`src/rtl/if_stage_pkg.sv`:
```
// Shared widths, field positions and FSM encoding for the instruction-fetch stage.
package if_stage_pkg;

   localparam int INST_ADDR_W  = 32;
   localparam int INST_W       = 32;
   localparam int RAW_OPCODE_W = 6;
   localparam int REG_ADDR_W   = 5;
   localparam int RAW_SHAMT_W  = 5;
   localparam int RAW_FUNCT_W  = 6;
   localparam int INST_IMM_W   = 16;
   localparam int RAW_TARGET_W = 26;

   localparam int OPCODE_LSB = 26;
   localparam int RS_LSB     = 21;
   localparam int RT_LSB     = 16;
   localparam int RD_LSB     = 11;
   localparam int SA_LSB     = 6;
   localparam int FN_LSB     = 0;

   // The all-zero word decodes as a NOP downstream, so bubbles are simply zero.
   localparam logic [INST_W-1:0] NOP_INST = 32'h0000_0000;

   typedef enum logic [1:0] {
      IF_FETCH = 2'd0,
      IF_HOLD  = 2'd1,
      IF_DROP  = 2'd2
   } if_state_e;

endpackage

```
`src/rtl/if_id_reg.sv`:
```
// IF/ID pipeline register: bubble has priority over load, otherwise contents hold.
// The stored word is split into the raw fields the decode stage consumes.
module if_id_reg
   import if_stage_pkg::*;
(
   input  logic                    clk,
   input  logic                    rst_n,
   input  logic                    i_load,
   input  logic                    i_bubble,
   input  logic [INST_W-1:0]       i_word,
   input  logic [INST_ADDR_W-1:0]  i_pc,
   output logic                    o_valid,
   output logic [INST_ADDR_W-1:0]  o_pc,
   output logic [RAW_OPCODE_W-1:0] o_opcode,
   output logic [REG_ADDR_W-1:0]   o_rs,
   output logic [REG_ADDR_W-1:0]   o_rt,
   output logic [REG_ADDR_W-1:0]   o_rd,
   output logic [RAW_SHAMT_W-1:0]  o_sa,
   output logic [RAW_FUNCT_W-1:0]  o_fn,
   output logic [INST_IMM_W-1:0]   o_imm,
   output logic [RAW_TARGET_W-1:0] o_target
);

   logic                   valid_q, valid_d;
   logic [INST_W-1:0]      word_q, word_d;
   logic [INST_ADDR_W-1:0] pc_q, pc_d;

   // Select bubble, new instruction or hold for the next register contents.
   always_comb begin
      valid_d = valid_q;
      word_d  = word_q;
      pc_d    = pc_q;
      if (i_bubble) begin
         valid_d = 1'b0;
         word_d  = NOP_INST;
         pc_d    = '0;
      end else if (i_load) begin
         valid_d = 1'b1;
         word_d  = i_word;
         pc_d    = i_pc;
      end
   end

   // Register state; reset leaves a bubble.
   always_ff @(posedge clk or negedge rst_n) begin
      if (!rst_n) begin
         valid_q <= 1'b0;
         word_q  <= NOP_INST;
         pc_q    <= '0;
      end else begin
         valid_q <= valid_d;
         word_q  <= word_d;
         pc_q    <= pc_d;
      end
   end

   assign o_valid  = valid_q;
   assign o_pc     = pc_q;
   assign o_opcode = word_q[OPCODE_LSB +: RAW_OPCODE_W];
   assign o_rs     = word_q[RS_LSB +: REG_ADDR_W];
   assign o_rt     = word_q[RT_LSB +: REG_ADDR_W];
   assign o_rd     = word_q[RD_LSB +: REG_ADDR_W];
   assign o_sa     = word_q[SA_LSB +: RAW_SHAMT_W];
   assign o_fn     = word_q[FN_LSB +: RAW_FUNCT_W];
   assign o_imm    = word_q[0 +: INST_IMM_W];
   assign o_target = word_q[0 +: RAW_TARGET_W];

endmodule

```
`src/rtl/if_stage.sv`:
```
// Instruction-fetch stage: owns the PC, runs the req/ack fetch FSM, parks a word
// in a one-entry skid buffer when decode stalls, and discards in-flight fetches
// after a redirect. The IF/ID register itself lives in if_id_reg.
module if_stage
   import if_stage_pkg::*;
#(
   parameter logic [INST_ADDR_W-1:0] RESET_PC = 32'h0000_0000,
   parameter logic [INST_ADDR_W-1:0] PC_STEP  = 32'd4
) (
   input  logic                    clk,
   input  logic                    rst_n,
   input  logic                    i_stall,
   input  logic                    i_flush,
   input  logic [INST_ADDR_W-1:0]  i_redirectPc,
   output logic                    o_imemReq,
   output logic [INST_ADDR_W-1:0]  o_imemAddr,
   input  logic                    i_imemAck,
   input  logic [INST_W-1:0]       i_imemData,
   output logic                    o_valid,
   output logic [INST_ADDR_W-1:0]  o_pc,
   output logic [RAW_OPCODE_W-1:0] o_opcode,
   output logic [REG_ADDR_W-1:0]   o_rs,
   output logic [REG_ADDR_W-1:0]   o_rt,
   output logic [REG_ADDR_W-1:0]   o_rd,
   output logic [RAW_SHAMT_W-1:0]  o_sa,
   output logic [RAW_FUNCT_W-1:0]  o_fn,
   output logic [INST_IMM_W-1:0]   o_imm,
   output logic [RAW_TARGET_W-1:0] o_target
);

   if_state_e              state_q, state_d;
   logic [INST_ADDR_W-1:0] pc_q, pc_d;
   logic [INST_ADDR_W-1:0] pending_pc_q, pending_pc_d;
   logic [INST_W-1:0]      skid_word_q, skid_word_d;
   logic [INST_ADDR_W-1:0] skid_pc_q, skid_pc_d;
   logic                   req_q, req_d;

   logic                   ifid_load;
   logic                   ifid_bubble;
   logic [INST_W-1:0]      ifid_word;
   logic [INST_ADDR_W-1:0] ifid_pc;
   logic                   ack_ok;

   // An ack only counts while a request is actually on the port; this is what
   // makes a stray ack right after reset harmless.
   assign ack_ok = i_imemAck & req_q;

   // Next-state, PC bookkeeping and IF/ID control; flush outranks ack and stall.
   always_comb begin
      state_d      = state_q;
      pc_d         = pc_q;
      pending_pc_d = pending_pc_q;
      skid_word_d  = skid_word_q;
      skid_pc_d    = skid_pc_q;
      ifid_load    = 1'b0;
      ifid_bubble  = 1'b0;
      ifid_word    = i_imemData;
      ifid_pc      = pc_q;
      case (state_q)
         IF_FETCH: begin
            if (i_flush) begin
               ifid_bubble = 1'b1;
               if (req_q && !i_imemAck) begin
                  // The memory still owes us a word for pc_q; keep asking for it
                  // and throw it away, remembering where to go afterwards.
                  pending_pc_d = i_redirectPc;
                  state_d      = IF_DROP;
               end else begin
                  pc_d = i_redirectPc;
               end
            end else if (ack_ok) begin
               pc_d = pc_q + PC_STEP;
               if (i_stall) begin
                  skid_word_d = i_imemData;
                  skid_pc_d   = pc_q;
                  state_d     = IF_HOLD;
               end else begin
                  ifid_load = 1'b1;
               end
            end else if (!i_stall) begin
               ifid_bubble = 1'b1;
            end
         end
         IF_HOLD: begin
            if (i_flush) begin
               ifid_bubble = 1'b1;
               pc_d        = i_redirectPc;
               skid_word_d = NOP_INST;
               skid_pc_d   = '0;
               state_d     = IF_FETCH;
            end else if (!i_stall) begin
               ifid_load   = 1'b1;
               ifid_word   = skid_word_q;
               ifid_pc     = skid_pc_q;
               skid_word_d = NOP_INST;
               skid_pc_d   = '0;
               state_d     = IF_FETCH;
            end
         end
         IF_DROP: begin
            ifid_bubble = 1'b1;
            if (ack_ok) begin
               // The discarded transfer completes; a redirect arriving with it wins.
               pc_d    = i_flush ? i_redirectPc : pending_pc_q;
               state_d = IF_FETCH;
            end else if (i_flush) begin
               pending_pc_d = i_redirectPc;
            end
         end
         default: begin
            ifid_bubble = 1'b1;
            state_d     = IF_FETCH;
         end
      endcase
      req_d = (state_d != IF_HOLD);
   end

   // FSM, PC, redirect target and skid buffer registers.
   always_ff @(posedge clk or negedge rst_n) begin
      if (!rst_n) begin
         state_q      <= IF_FETCH;
         pc_q         <= RESET_PC;
         pending_pc_q <= '0;
         skid_word_q  <= NOP_INST;
         skid_pc_q    <= '0;
         req_q        <= 1'b0;
      end else begin
         state_q      <= state_d;
         pc_q         <= pc_d;
         pending_pc_q <= pending_pc_d;
         skid_word_q  <= skid_word_d;
         skid_pc_q    <= skid_pc_d;
         req_q        <= req_d;
      end
   end

   // In DROP the PC is not advanced, so pc_q is also the outstanding address.
   assign o_imemReq  = req_q;
   assign o_imemAddr = pc_q;

   if_id_reg u_if_id_reg (
      .clk      (clk),
      .rst_n    (rst_n),
      .i_load   (ifid_load),
      .i_bubble (ifid_bubble),
      .i_word   (ifid_word),
      .i_pc     (ifid_pc),
      .o_valid  (o_valid),
      .o_pc     (o_pc),
      .o_opcode (o_opcode),
      .o_rs     (o_rs),
      .o_rt     (o_rt),
      .o_rd     (o_rd),
      .o_sa     (o_sa),
      .o_fn     (o_fn),
      .o_imm    (o_imm),
      .o_target (o_target)
   );

endmodule

```
`config.mk`:
```
export PLATFORM = sky130hd
export DESIGN_NAME = if_stage
export DESIGN_NICKNAME = d
export VERILOG_FILES = /design/src/rtl/if_stage_pkg.sv /design/src/rtl/if_id_reg.sv /design/src/rtl/if_stage.sv
export SDC_FILE = /design/constraint.sdc
export NUM_CORES = 1
export LEC_CHECK = 0
export ABC_AREA = 1
export CAP_MARGIN = 20
export CORE_AREA = 3 3 158 160
export DETAILED_ROUTE_END_ITERATION = 8
export DIE_AREA = 0 0 161 163
export PLACE_DENSITY = 0.75
export SYNTH_ARGS = -nofsm -noshare
export SYNTH_HDL_FRONTEND = slang
export SYNTH_HIERARCHICAL = 1
export SYNTH_SLANG_ARGS = --single-unit
```
`constraint.sdc`:
```
create_clock -name clk -period 2.85 [get_ports clk]
set_input_delay 0.7125 -clock clk [delete_from_list [all_inputs] [get_ports clk]]
set_output_delay 0.7125 -clock clk [all_outputs]
set_load 0.02 [all_outputs]
```
Yosys cells after proc, flatten, opt, wreduce, memory -nomap -nowiden

Index checks and enable logic that the tools add are counted.

Flip-flop bits (word level): 196
Latch bits: 0
RAM bits: 0
Bits in read-only memories: 0
Input port bits: 69
Memories kept: 0

Add/sub/neg operators: 1
Multipliers: 0
Divide/modulo/power cells: 0
$lt $le $gt $ge: 0
Equal/unequal tests: 13
Shift-type cells: 0
Mux-type cells: 48
Bitwise gates (word level): 1
Reductions and logical operators: 10

Operator list:

| operator                | count |
|---|---|
| $mux W32                | 25 |
| $pmux W32 S2            | 3 |
| $pmux W32 S3            | 1 |
| $add A32 B3 Y32 const B | 1 |
| $mux W2                 | 7 |
| $ne A2 B2 Y1 const B    | 7 |
| $mux W1                 | 9 |
| $ne A3 B3 Y1 const B    | 3 |
| $reduce_and A4 Y1       | 2 |
| $pmux W2 S3             | 1 |
| $reduce_bool A2 Y1      | 3 |
| $reduce_and A5 Y1       | 1 |
| $pmux W1 S2             | 2 |
| $reduce_bool A3 Y1      | 1 |
| $eq A2 B1 Y1 const B    | 1 |
| $eq A2 B2 Y1 const B    | 1 |
| $logic_not A2 Y1        | 1 |
| $ne A2 B1 Y1 const B    | 1 |
| $and A1 B1 Y1           | 1 |
| $logic_and A1 B1 Y1     | 1 |
| $logic_not A1 Y1        | 1 |

Longest topological paths before layout

Word-level depth: 6
Depth in mapped cells: 15

Hierarchy

Netlist, hierarchy kept.

By module, submodules not included:

| module    | instances | cells each | area each (µm²) | seq. area each (µm²) |
|---|---|---|---|---|
| if_stage  | 1         | 1235       | 8847.2          | 3278.1 |
| if_id_reg | 1         | 322        | 2901.5          | 1626.6 |

Worst setup path after synthesis

No wires, ideal clock.

Path kind: input port to flip-flop
Start point: input port i_flush
End point: register u_if_id_reg.word_q[10]
Arrival time: 2.224 ns
Path slack: 0.561 ns
Cell stages on the path: 12
Cell sequence: buf_4 -> nor2_1 -> inv_1 -> buf_6 -> buf_2 -> buf_2 -> nand2_1 -> o31ai_1 -> nor2_4 -> buf_2 -> nand2_1 -> nand2_1

Elaborated cells between the ends (all ways): 11
Those cells by class: mux: 10; reduce/logical: 1

RTL lines:

| item                                                  | RTL line                       | source |
|---|---|---|
| start: declaration                                    | if_stage.sv:13                 | `input logic i_flush,` |
| $mux W1 (on tied branches)                            | if_stage.sv:85, if_stage.sv:61 |  |
| $pmux W1 S2 *                                         | if_stage.sv:59                 | `case (state_q)` |
| net ifid_bubble                                       | if_stage.sv:39                 | `logic ifid_bubble;` |
| $mux W32 / $reduce_bool A2 Y1 (equally long branches) | -                              |  |
| end signal: assignment                                | if_id_reg.sv:52                | `word_q <= word_d;` |
| end: declaration                                      | if_id_reg.sv:25                | `logic [INST_W-1:0] word_q, word_d;` |

The timed path passes the listed nets; every way through them passes the cells marked *. The select of a mux whose other input is x is not followed.
A chain may end at the register's enable or synchronous reset.

Worst setup path after layout

Start point: register pc_q[17] (netlist: o_imemAddr[17])
End point: output port o_imemAddr[17]

RTL lines:

| item                     | RTL line        | source |
|---|---|---|
| start: declaration       | if_stage.sv:32  | `logic [INST_ADDR_W-1:0] pc_q, pc_d;` |
| start signal: assignment | if_stage.sv:129 | `pc_q <= pc_d;` |
| end: declaration         | if_stage.sv:16  | `output logic [INST_ADDR_W-1:0] o_imemAddr,` |

No word-level cell between the ends.

==> results <==
- The run finished with clean final reports.
- In this run the mean area of a mapped cell was between 7 and 8 um^2.
- In this run the critical register-to-register path is captured at skid_word_q[2].
- At the end of the flow, the number of nets in the layout was approximately 1800.
- The number of instances in the synthesized netlist is ~1600.
- For this run, design rule violations remaining after detail routing come to 0.
- The core region is between 0.02 and 0.025 mm^2.
- In the global route stage, overall resource usage came out at 0.251.
- The total count of max-transition violations in the final report is 0.
- The number of antenna violations at the first check in global routing is 2.
- For this configuration, the core starts out at a cell density of 0.499.
- Using the TritonRoute via totals, the vias-per-cell ratio works out to 5.41.
- The number of different library cells used by synthesis comes to 38.
- After the first detailed-routing iteration, the DRC count stood at between 1000 and 1500.
- The critical path in this run is classified as flop to primary output.
- The first-pass GRT wire length is around 54 mm.
- The number of global-route vias before repair is 10200.
- The remaining antenna violation count after routing is 0.
- The number of clock buffers added by TritonCTS is 17.
- The routed wire length is about 33 mm.
- TritonCTS built the clock tree.
- The die covers between 0.02 and 0.03 mm^2.
- Measured along the y axis, the die boundary spans approximately 160 um.
- In the synthesized netlist the async set-or-reset flop fraction comes to 1.00.
- The global placer's final weighted congestion is between 0.9 and 1.
- The top achievable clock speed is approximately 410 MHz.
- For this design the top-level I/O count stands at 209.
- The number of iterations in the first detailed-routing pass is 6.
- On the critical path the largest part of the delay comes from buffers and inverters.
- The arrival time reported for the critical path endpoint is about 1.7 ns.
- In this run the deepest clock path goes through 2 buffers.
- Hold is met by 0.220 ns.
- The max-capacitance violation count is 0.
- The peak ir drop on the vdd network is ~450 uV.
- The average routed wire per standard cell is 16.4 um.
- The share of total power dissipated in the clock network is 0.193.
- The category of the worst setup path launch point is a flop.
- Of the total power, registers draw 0.341.
- The number of cell instances on the worst register-to-register path is 7.
- In this run the number of cells on the critical path is 1.
- The combined area of all synthesized cells is 0.0117 mm^2.
- The post-synth net total is approximately 1600.
- The clock sink count is around 200.
- Of the available clock period, the critical path in the final layout requires 0.854.
- The floorplan step set the die width to about 160 um.
- The largest single stage delay on the critical path is around 0.69 ns.
- The number of buffers inserted by port buffering is between 200 and 250.
- Of the cells placed in the final design, the portion with a size suffix greater than 1 is 0.0811.
- The minimum clock period after layout is around 2.4 ns.
- Summing over every cut layer, the via total after detailed routing is ~11000.
- For the pin with the worst max-slew slack, the measured transition is approximately 0.66 ns.
- Traced cell by cell, the critical path runs through clkdlybuf4s50_1.
- Setup total negative slack on the finished layout was measured at 0 ns.
- The switching fraction of total power is 0.425.
- Counting flops and latches in the post-synthesis netlist gives about 200.
- The beginning of the critical path is o_imemAddr[17].
- The dominant synthesized flop cell is dfrtp_1.
- Of the synthesized area, sequential elements account for 0.417.
- The clock transition time at the flip-flop clock pins of the worst setup and hold paths is roughly 0.08 ns.
- In this run, post-CTS hold repair placed 0 buffers.
- The number of buffers and inverters on the critical path is 1.
- The number of rows in the core area is 56.
- The termination of the worst setup path is o_imemAddr[17].
- The critical register-to-register path startpoint is state_q[1].
- The worst-case clock skew is about 0.018 ns.
- The number of warnings reported in the yosys synthesis log is 6.
- Entering global routing, the biggest net connects 97 pins.
- Of the total power, combinational logic draws 0.466.
- The leakage power is ~0.0068 uW.
- Setup repair after global routing left no endpoint under its margin.
- The final-report hold violation count came to 0.
- The buffer count from post-CTS setup fixing is 0.
- After clock tree synthesis, the repair step resized 0 gates.
- The synthesized design contains 0 enable-type register cells.
- STA classifies the critical path endpoint as a primary output.
- Clock tree synthesis selected as its root buffer the cell clkbuf_16.
- The power density over cell area is slightly above 900 mW/mm^2.
- Setup violations remaining at the end of the flow were counted as 0.
- The worst-path maximum fanout is 8.
- Summed over all nets, the switching power comes to about 5700 uW.
- The worst slew margin relative to its limit is 0.557.
- The HPWL after detailed placement is approximately 23 mm.
- The insertion delay of the later-clocked pin in the worst-skew pair is between 0.4 and 0.5 ns.
- For flop-to-flop paths, the worst setup slack is 0.51 ns.
- For this design, the slowest cell found on the critical path is clkdlybuf4s50_1.
- The internal power of the cells is a little under 8000 uW.
- The area growth from synthesis to layout is 23.6%.
- The count of fill cells added during filler insertion is 2101.
- STA puts the critical path data required time at between 2 and 2.5 ns.
- The number of antenna diodes in the final layout is 0.
- After global routing the overflow that remains totals 0.
- The worst hold-check path type is input pin to async pin.
- The H-tree was split into 4 levels.
[worst reg2reg max path, cell delays in order, from the launching register on]
cell and delay [ns]:
dfrtp_1 0.44, inv_1 0.17, ha_4 0.17, buf_12 0.39, nand2_1 0.20, a21oi_4 0.24, buf_12 0.24, mux2_2 0.39
[cell usage in the layout, fill, tap and decap left out, types with 2 or more instances in the layout]
cell type and instances:
nand4_1 2, o22ai_1 4, clkinv_4 2, inv_1 52, clkbuf_16 17, ha_1 4, mux2_2 57, dfrtp_1 196
inv_8 4, o21ai_0 152, a211oi_1 6, nand2_1 545, buf_12 17, clkdlybuf4s50_1 206, bufinv_16 3, a21boi_0 19
mux2_1 7, inv_2 4, a22oi_1 2, nor2_4 2, and2_1 2, inv_6 2, a32oi_1 2, mux2i_1 33
o21a_1 6, clkinv_8 2, nor2_1 109, buf_4 15, o21ai_1 2, clkinv_2 2, nand3_1 116, o22ai_2 2
a21oi_1 81
[routing by layer]
layer | global-route usage | wire length [um] | up-vias
met5 | 0 | 32 | -
met4 | 0.0712 | 597 | 4
met3 | 0.0460 | 2400 | 48
met2 | 0.399 | 15000 | 440
met1 | 0.353 | 14900 | 5061
li1 | - | - | 5317
[cells in the mapped netlist, types with 3 or more instances]
cell type  count  area [um^2]
nand2_1      545         2050
dfrtp_1      196         4900
o21ai_0      152          761
nand3_1      116          581
nor2_1       109          409
a21oi_1       81          405
mux2_2        57          642
inv_1         53          199
buf_4         50          375
clkbuf_1      46          173
mux2i_1       33          330
buf_2         28          140
a21boi_0      19          143
buf_6         12          135
a211oi_1       7         52.6
mux2_1         7         78.8
o21a_1         6         45.0
ha_1           5         62.6
inv_2          4         15.0
o22ai_1        4         25.0
buf_1          3         11.3
[final cells by class]
class / count / area (um^2) / area share
clock inverters: 15 / 215 / 0.0148
flip-flops and latches: 196 / 4900 / 0.338
well taps: 319 / 399 / 0.0275
multi-input cells: 1164 / 5830 / 0.401
repair buffers: 239 / 2530 / 0.174
inverters: 58 / 219 / 0.0151
clock buffers: 17 / 425 / 0.0293
[worst min path at each step]
stage / from / to / slack [ns] / depth (start not counted)
2_1_floorplan: rst_n / o_imemAddr[0] / 0.42 / 0
3_3_place_gp: u_if_id_reg/o_pc[3] / u_if_id_reg/o_pc[3] / 0.45 / 2
4_1_cts: rst_n / u_if_id_reg/o_pc[28] / 0.24 / 1
6_report: rst_n / u_if_id_reg/o_pc[28] / 0.22 / 1
3_5_place_dp: u_if_id_reg/word_q[28] / u_if_id_reg/word_q[28] / 0.46 / 2
5_1_grt: rst_n / u_if_id_reg/o_pc[22] / 0.25 / 1
[cells by family (layout without fill, tap and decap cells)]
group                    Yosys count  after routing  share of synthesized area
XOR/XNOR                           1              1                   0.000746
buffers and inverters            197            329                     0.0896
multiplexers                      97             97                     0.0895
AO/OA/AOI/OAI                    283            283                      0.133
flip-flops                       196            196                      0.417
AND/OR/NAND/NOR                  778            778                      0.265
adder cells (fa/ha/maj)            5              5                    0.00532
[power by group through the flow]
| stage | Clock (uW) | Combinational (uW) | Sequential (uW) |
|---|---|---|---|
| floorplan | 0 | 4050 | 4670 |
| global placement | 0 | 6130 | 4590 |
| detailed placement | 0 | 6280 | 4640 |
| CTS | 2660 | 6310 | 4580 |
| global route | 2770 | 7020 | 4720 |
| finish | 2620 | 6310 | 4610 |
[through the flow]
step,total power [uW],utilization,area [um^2],setup WS (ns),std cells
floorplan,8730,-,11700,0.561,1557
global placement,10700,0.589,13900,0.253,1976
detailed placement,10900,0.589,13900,0.247,1976
CTS,13600,0.617,14500,0.434,2008
global route,14500,0.617,14500,0.299,2008
finish,13500,0.617,14500,0.417,2008
[registers in the layout, summed over array words and instances (netlist names)]
signal,flops
state_q,2
u_if_id_reg/o_valid,1
skid_word_q,32
o_imemReq,1
skid_pc_q,32
pending_pc_q,32
u_if_id_reg/o_pc,32
o_imemAddr,32
u_if_id_reg/word_q,32
No activity file was read; power rests on OpenSTA's default activity.
